## config.mk

```make
export PLATFORM = sky130hd
export DESIGN_NAME = ps2_host_tx
export DESIGN_NICKNAME = d
export VERILOG_FILES = /design/src/rtl/ps2_host_tx.sv
export SDC_FILE = /design/constraint.sdc
export NUM_CORES = 1
export LEC_CHECK = 0
export CORE_MARGIN = 2
export CORE_UTILIZATION = 51
export DETAILED_ROUTE_END_ITERATION = 8
export GPL_ROUTABILITY_DRIVEN = 0
export GPL_TIMING_DRIVEN = 0
export HOLD_SLACK_MARGIN = 0.02
export MAX_ROUTING_LAYER = met4
export PLACE_DENSITY_LB_ADDON = 0.05
export SETUP_SLACK_MARGIN = 0.4
export SYNTH_ARGS = -nofsm -noshare
export SYNTH_HDL_FRONTEND = slang
export SYNTH_SLANG_ARGS = --single-unit
```

## constraint.sdc

```tcl
create_clock -name clk60MHz -period 4.3 [get_ports clk60MHz]
set_input_delay 0.43 -clock clk60MHz [delete_from_list [all_inputs] [get_ports clk60MHz]]
set_output_delay 0.43 -clock clk60MHz [all_outputs]
set_load 0.01 [all_outputs]
```

## src/rtl/ps2_host_tx.sv

```systemverilog
// ps2_host_tx: PS/2 host-to-device command transmitter (inhibit, request-to-send, 10 bits out, ack check).
// Optional frame watchdog compiled in with PS2_HOST_TX_TIMEOUT_EN.
module ps2_host_tx #(
  parameter int INHIBIT_CYCLES = 7200,
  parameter int TIMEOUT_CYCLES = 900000
) (
  input  logic       clk60MHz,
  input  logic       rst_n,
  input  logic [7:0] tx_data,
  input  logic       tx_valid,
  output logic       tx_ready,
  output logic       busy,
  output logic       done,
  output logic       err,
  input  logic       ps2_clk_i,
  input  logic       ps2_data_i,
  output logic       ps2_clk_oe,
  output logic       ps2_data_oe
);
  localparam int IW = $clog2(INHIBIT_CYCLES + 1);
  localparam logic [IW-1:0] INH_LAST = IW'(INHIBIT_CYCLES - 1);
  typedef enum logic [2:0] {IDLE, INHIBIT, REQ, SEND, ACK, WAITIDLE, DONE, ERR} state_t;
  state_t r_state;
  logic [1:0] r_clk_s, r_dat_s;
  logic r_clk_prev;
  logic [9:0] r_frame;
  logic [3:0] r_idx;
  logic [IW-1:0] r_inh;
  logic r_clk_oe, r_data_oe, r_ready, r_busy, r_done, r_err;
  logic w_fall, w_watch, w_tmo, w_fail;
  assign w_fall = r_clk_prev & ~r_clk_s[1];
  assign w_watch = (r_state == SEND) || (r_state == ACK) || (r_state == WAITIDLE);
`ifdef PS2_HOST_TX_TIMEOUT_EN
  localparam int TW = $clog2(TIMEOUT_CYCLES);
  logic [TW-1:0] r_wdog;
  assign w_tmo = w_watch && (r_wdog == TW'(TIMEOUT_CYCLES - 1));
  always_ff @(posedge clk60MHz or negedge rst_n)
    if (!rst_n) r_wdog <= '0;
    else if (r_state == REQ) r_wdog <= '0;
    else if (w_watch) r_wdog <= r_wdog + 1'b1;
`else
  assign w_tmo = 1'b0;
`endif
  // timeout takes priority over an ack edge landing in the same cycle
  assign w_fail = w_tmo || (r_state == ACK && w_fall && r_dat_s[1]);
  assign tx_ready = r_ready;
  assign busy = r_busy;
  assign done = r_done;
  assign err = r_err;
  assign ps2_clk_oe = r_clk_oe;
  assign ps2_data_oe = r_data_oe;
  always_ff @(posedge clk60MHz or negedge rst_n)
    if (!rst_n) begin
      r_state <= IDLE;
      r_clk_s <= 2'b11;
      r_dat_s <= 2'b11;
      r_clk_prev <= 1'b1;
      r_frame <= '0;
      r_idx <= '0;
      r_inh <= '0;
      r_clk_oe <= 1'b0;
      r_data_oe <= 1'b0;
      r_ready <= 1'b1;
      r_busy <= 1'b0;
      r_done <= 1'b0;
      r_err <= 1'b0;
    end else begin
      r_clk_s <= {r_clk_s[0], ps2_clk_i};
      r_dat_s <= {r_dat_s[0], ps2_data_i};
      r_clk_prev <= r_clk_s[1];
      r_done <= 1'b0;
      r_err <= 1'b0;
      if (w_fail) begin
        r_err <= 1'b1;
        r_clk_oe <= 1'b0;
        r_data_oe <= 1'b0;
        r_state <= ERR;
      end else
        case (r_state)
          IDLE: if (tx_valid) begin
            r_frame <= {1'b1, ~^tx_data, tx_data};
            r_inh <= '0;
            r_idx <= '0;
            r_clk_oe <= 1'b1;
            r_ready <= 1'b0;
            r_busy <= 1'b1;
            r_state <= INHIBIT;
          end
          INHIBIT: if (r_inh == INH_LAST) begin
            r_data_oe <= 1'b1;
            r_state <= REQ;
          end else r_inh <= r_inh + 1'b1;
          REQ: begin
            r_clk_oe <= 1'b0;
            r_state <= SEND;
          end
          SEND: if (w_fall) begin
            r_data_oe <= ~r_frame[r_idx];
            r_idx <= r_idx + 1'b1;
            r_state <= (r_idx == 4'd9) ? ACK : SEND;
          end
          ACK: if (w_fall) r_state <= WAITIDLE;
          WAITIDLE: if (r_clk_s[1] && r_dat_s[1]) begin
            r_done <= 1'b1;
            r_state <= DONE;
          end
          DONE, ERR: begin
            r_ready <= 1'b1;
            r_busy <= 1'b0;
            r_state <= IDLE;
          end
        endcase
    end
endmodule

```

# After elaboration in Yosys (flattened, before gate mapping)
# Index checks and enable logic that the tools add are counted.
[totals] output_inout_bits=6 elab_cells=85 ff_bits=41 in_bits=13
[op_classes] n_lt_le_gt_ge=1 n_reduce_logical=18 n_mux=30 n_eq_ne=17 n_bitwise=4 n_addsub=2
[ops] operator="$mux W13" count=2
[ops] operator="$pmux W13 S2" count=1
[ops] operator="$mux W3" count=7
[ops] operator="$pmux W3 S7" count=1
[ops] operator="$add A13 B1 Y13 const B" count=1
[ops] operator="$eq A13 B13 Y1 const B" count=1
[ops] operator="$eq A3 B3 Y1 const B" count=4
[ops] operator="$ne A3 B3 Y1 const B" count=4
[ops] operator="$mux W1" count=11
[ops] operator="$reduce_and A3 Y1" count=3
[ops] operator="$mux W4" count=2
[ops] operator="$pmux W1 S2" count=4
[ops] operator="$pmux W4 S2" count=1
[ops] operator="$reduce_and A4 Y1" count=2
[ops] operator="$reduce_xnor A8 Y1" count=1
[ops] operator="$eq A3 B2 Y1 const B" count=2
[ops] operator="$ne A2 B2 Y1 const B" count=3
[ops] operator="$reduce_bool A2 Y1" count=3
[ops] operator="$reduce_bool A3 Y1" count=2
[ops] operator="$lt A4 B5 Y1 const B" count=1
[ops] operator="$reduce_and A5 Y1" count=1
[ops] operator="$add A4 B1 Y4 const B" count=1
[ops] operator="$bmux W1 S4" count=1
[ops] operator="$eq A4 B4 Y1 const B" count=1
[ops] operator="8 further kinds" count=12

# Logic depth before layout (Yosys ltp)
[logic_depth] depth_word=6 ltp_mapped=7 mapped_depth_nobuf=6

# Worst setup path before layout
# Ideal clock, no wire load.
[synth_timing] path_kind="register to register" from="register r_inh[7]" to="register r_inh[4]" stages_incl_launch_ff=7 arrival_time_ps=1760 n_path_buf=1 path_slack_ps=2407 path_cell_list="dfrtp_1 or4_4 or4_1 buf_2 nand4_1 xor2_1 nor2_1"
[synth_between] elab_chain_len=3
[synth_lines] item="start, declared" line="28" rtl="logic [IW-1:0] r_inh;"
[synth_lines] item="start signal, assigned" line="92" rtl="end else r_inh <= r_inh + 1'b1;"
[synth_lines] item="$eq A13 B13 Y1" line="89" rtl="INHIBIT: if (r_inh == INH_LAST) begin"
[synth_lines] item="$ne A2 B2 Y1 (no source line)"
[synth_lines] item="$reduce_and A4 Y1 (no source line)"
# Every way passes these cells.
# A chain may end at the register's enable or synchronous reset.

# Final worst setup path
[layout_timing] from="input tx_valid" to="register r_inh[12]"
[layout_between] elab_chain_len=2
[layout_lines] item="start, declared" line="10" rtl="input logic tx_valid,"
[layout_lines] item="$ne A2 B2 Y1 (no source line)"
[layout_lines] item="$reduce_and A4 Y1 (no source line)"
# Every way passes these cells.

==> flow_summary.yaml <==
logic_synthesis:
  yosys_register_bits: 41
  ys.flop_type: "dfrtp_1"
  synthesis.nets: 208
  ys_top_cells_by_count: "dfrtp_1 (35), nor2_1 (27), xnor2_1 (11)"
  yosys_warnings: 0
  yosysTopAreaCellShare_pct: 43.02
  yosysMostFrequentCell: "dfrtp_1"
  synthArstFlopShare_pct: 100.0
  netlist_instances: 192
  synthTopCellsByArea: "dfrtp_1 (43%), dfstp_2 (7.7%), mux2_2 (5.5%)"
  synth_edf_count: 0
  yosysTopAreaCell: "dfrtp_1"
  seq_area_frac_synth_pct: 50.77
  syn_area_um2: 2036
  avgSynthCellArea_um2: 10.60
  synth_cell_types: 45
power:
  p_leak_nw: 1.019
  vdd_drop_max_uv: 237.2
  p_per_area_nw_per_um2: 297.9
timing:
  fin_crit_sh_pct: 56.01
  finalHoldViolCount: 0
  rsz0062_at_grt: "false"
  slew_viol_final: 0
  tightest_slew_ns: 0.9054
  slew_headroom_pct: 39.64
  fin_setup_tns_ns: 0
  fmax_mhz: 415.2
  period_needed_ns: 2.409
  skew_ns: 0.005946
  setup_viol: 0
worst_setup_path:
  critPathMaxFanout: 10
  cp_slowest_stage_delay_ns: 0.56
  critPathBufInv: 3
  cp-start-kind: "input port"
  end_kind: "flop"
  crit_arrival_ns: 2.57
  critPathKind: "in -> reg"
  crit_chain: "clkdlybuf4s50_1, nand2b_1, nor3_1, clkbuf_1, buf_1, nor2_1"
  cp_data_required_time_ns: 4.46
  cp_top_family: "buffers and inverters"
  cpMaxStageDelayCell: "nor3_1"
place:
  port_buffers: 18
  dp_hpwl_mm: 2.864
clock_network:
  root_buffer: "clkbuf_8"
  cts_tree: "yes"
  clk_latency_ns: 0.30
  cts_sinks: 41
  path_clk_slew_ns: 0.07
  clk_path_buf_depth: 2
  h-tree-depth: 2
  postCtsSetupBuffers: 0
  cts_resized: 0
  cts_buffers: 5
  postCtsHoldBufs: 0
floorplanning:
  dieArea_um2: 4513
  chipHeight_um: 67.18
  core-area_um2: 3744
  start_util_pct: 54.38
  ioPinCount: 19
  core.rowCount: 22
  chipWidth_um: 67.18
outcome:
  run_status: "completed"
grt:
  grt_pass1_vias: 1514
  grt_pass1_wl_mm: 7.031
  antenna_found_initial: 0
  grt_max_degree: 42
  grt_overflow: 0
  grt_usage_pct: 21.59
layout:
  area_delta_synth_final_pct: 15.98
  n_antenna_cell: 0
  utilization_pct: 63.07
  fill_cells: 319
  nets: 233
  layout-drive-gt1-share_pct: 13.30
route:
  ant_nets: 0
  routedWlPerCell_um: 14.63
  drt-initial-drc-count: 95
  dr.pass1.iters: 4
  num_vias: 1505
  wl_mm: 3.892
  drc: 0
  vias_per_cell: 5.658
flow_run:
  cap_viol_max_count: 0
hold_path:
  hold_class: "in -> async"
[worst register-to-register path, cell delays in order (launching register included)]
cell      delay [ns]
dfrtp_1         0.44
nand2b_1        0.19
nor3_1          0.56
clkbuf_1        0.43
buf_1           0.42
nor2_1          0.11
[final cells by class]
| cell class | instances | area (um2) | area share (%) |
|---|---|---|---|
| Sequential cell | 41 | 1033 | 43.77 |
| Multi-Input combinational cell | 139 | 955.9 | 40.49 |
| Timing Repair Buffer | 18 | 175.2 | 7.419 |
| Clock buffer | 8 | 90.09 | 3.816 |
| Tap cell | 48 | 60.06 | 2.544 |
| Buffer | 7 | 27.53 | 1.166 |
| Inverter | 5 | 18.77 | 0.7949 |
[through the flow]
stage | instance area (um2) | worst slack [ns] | total power, mW | hold slack, ns | std cells
after CTS | 2361 | 1.884 | 0.7098 | 0.2903 | 266
final | 2361 | 1.891 | 0.7033 | 0.2507 | 266
after global placement | 2276 | 1.614 | 0.4518 | 0.3459 | 258
after detailed placement | 2271 | 1.605 | 0.4548 | 0.3469 | 258
after floorplan | 2036 | 2.407 | 0.4292 | 0.1344 | 192
after global routing | 2361 | 1.654 | 0.7340 | 0.3253 | 266
[report_power, final]
group | switching, mW | internal (mW)
clock network | 0.126 | 0.131
logic | 0.0190 | 0.0243
registers | 0.00581 | 0.397
total | 0.151 | 0.552
[final timing paths]
| check | depth (start not counted) | start | endpoint | slack [ns] |
|---|---|---|---|---|
| worst max-delay path | 6 | tx_valid | r_inh[12]$_DFFE_PN0P_ | 1.89 |
| worst min-delay path | 1 | rst_n | r_inh[5]$_DFFE_PN0P_ | 0.25 |
| worst max register to register | 5 | r_state[0]$_DFFE_PN0P_ | r_inh[12]$_DFFE_PN0P_ | 2.03 |
| worst min register to register | 0 | r_dat_s[0]$_DFF_PN1_ | r_dat_s[1]$_DFF_PN1_ | 0.36 |
| max in group asynchronous | 1 | rst_n | r_state[1]$_DFFE_PN0P_ | 3.47 |
| min in group clk60MHz | 0 | r_dat_s[0]$_DFF_PN1_ | r_dat_s[1]$_DFF_PN1_ | 0.36 |
[metal layers]
metal | vias up | GRT usage (%) | share of wire [%] | routed length (um)
met5 | - | - | 0 | 0
li1 | 727 | - | - | -
met4 | 0 | 7.653 | 1.3 | 51
met2 | 21 | 34.90 | 49 | 1905
met1 | 751 | 26.65 | 46 | 1806
met3 | 6 | 5.000 | 3.3 | 129
[state kept, by name (all words and copies together) (netlist names)]
signal / cells
tx_ready: 1
r_state: 3
r_dat_s: 2
done: 1
r_clk_prev: 1
busy: 1
err: 1
r_idx: 4
r_inh: 13
r_clk_s: 2
r_frame: 10
ps2_clk_oe: 1
ps2_data_oe: 1
[layout by cell type, fill, tap and decap left out, types with 5 or more instances in the layout]
| cell | n |
|---|---|
| nand4_1 | 6 |
| xnor2_1 | 11 |
| clkbuf_1 | 7 |
| mux2_2 | 10 |
| dfstp_2 | 6 |
| xor2_1 | 9 |
| inv_1 | 5 |
| nand3_1 | 6 |
| dfrtp_1 | 35 |
| clkdlybuf4s50_1 | 17 |
| nor2_1 | 27 |
| clkbuf_8 | 6 |
| nor3_1 | 5 |
| nand2_1 | 9 |
[cells by family after synthesis]
kind of cell             synth area share, %
AO/OA/AOI/OAI                          6.147
XOR/XNOR                               8.605
adder cells (fa/ha/maj)                1.844
buffers and inverters                  2.274
flip-flops                             50.77
multiplexers                           8.113
AND/OR/NAND/NOR                        22.25
Power figures use the tool's default switching activity.
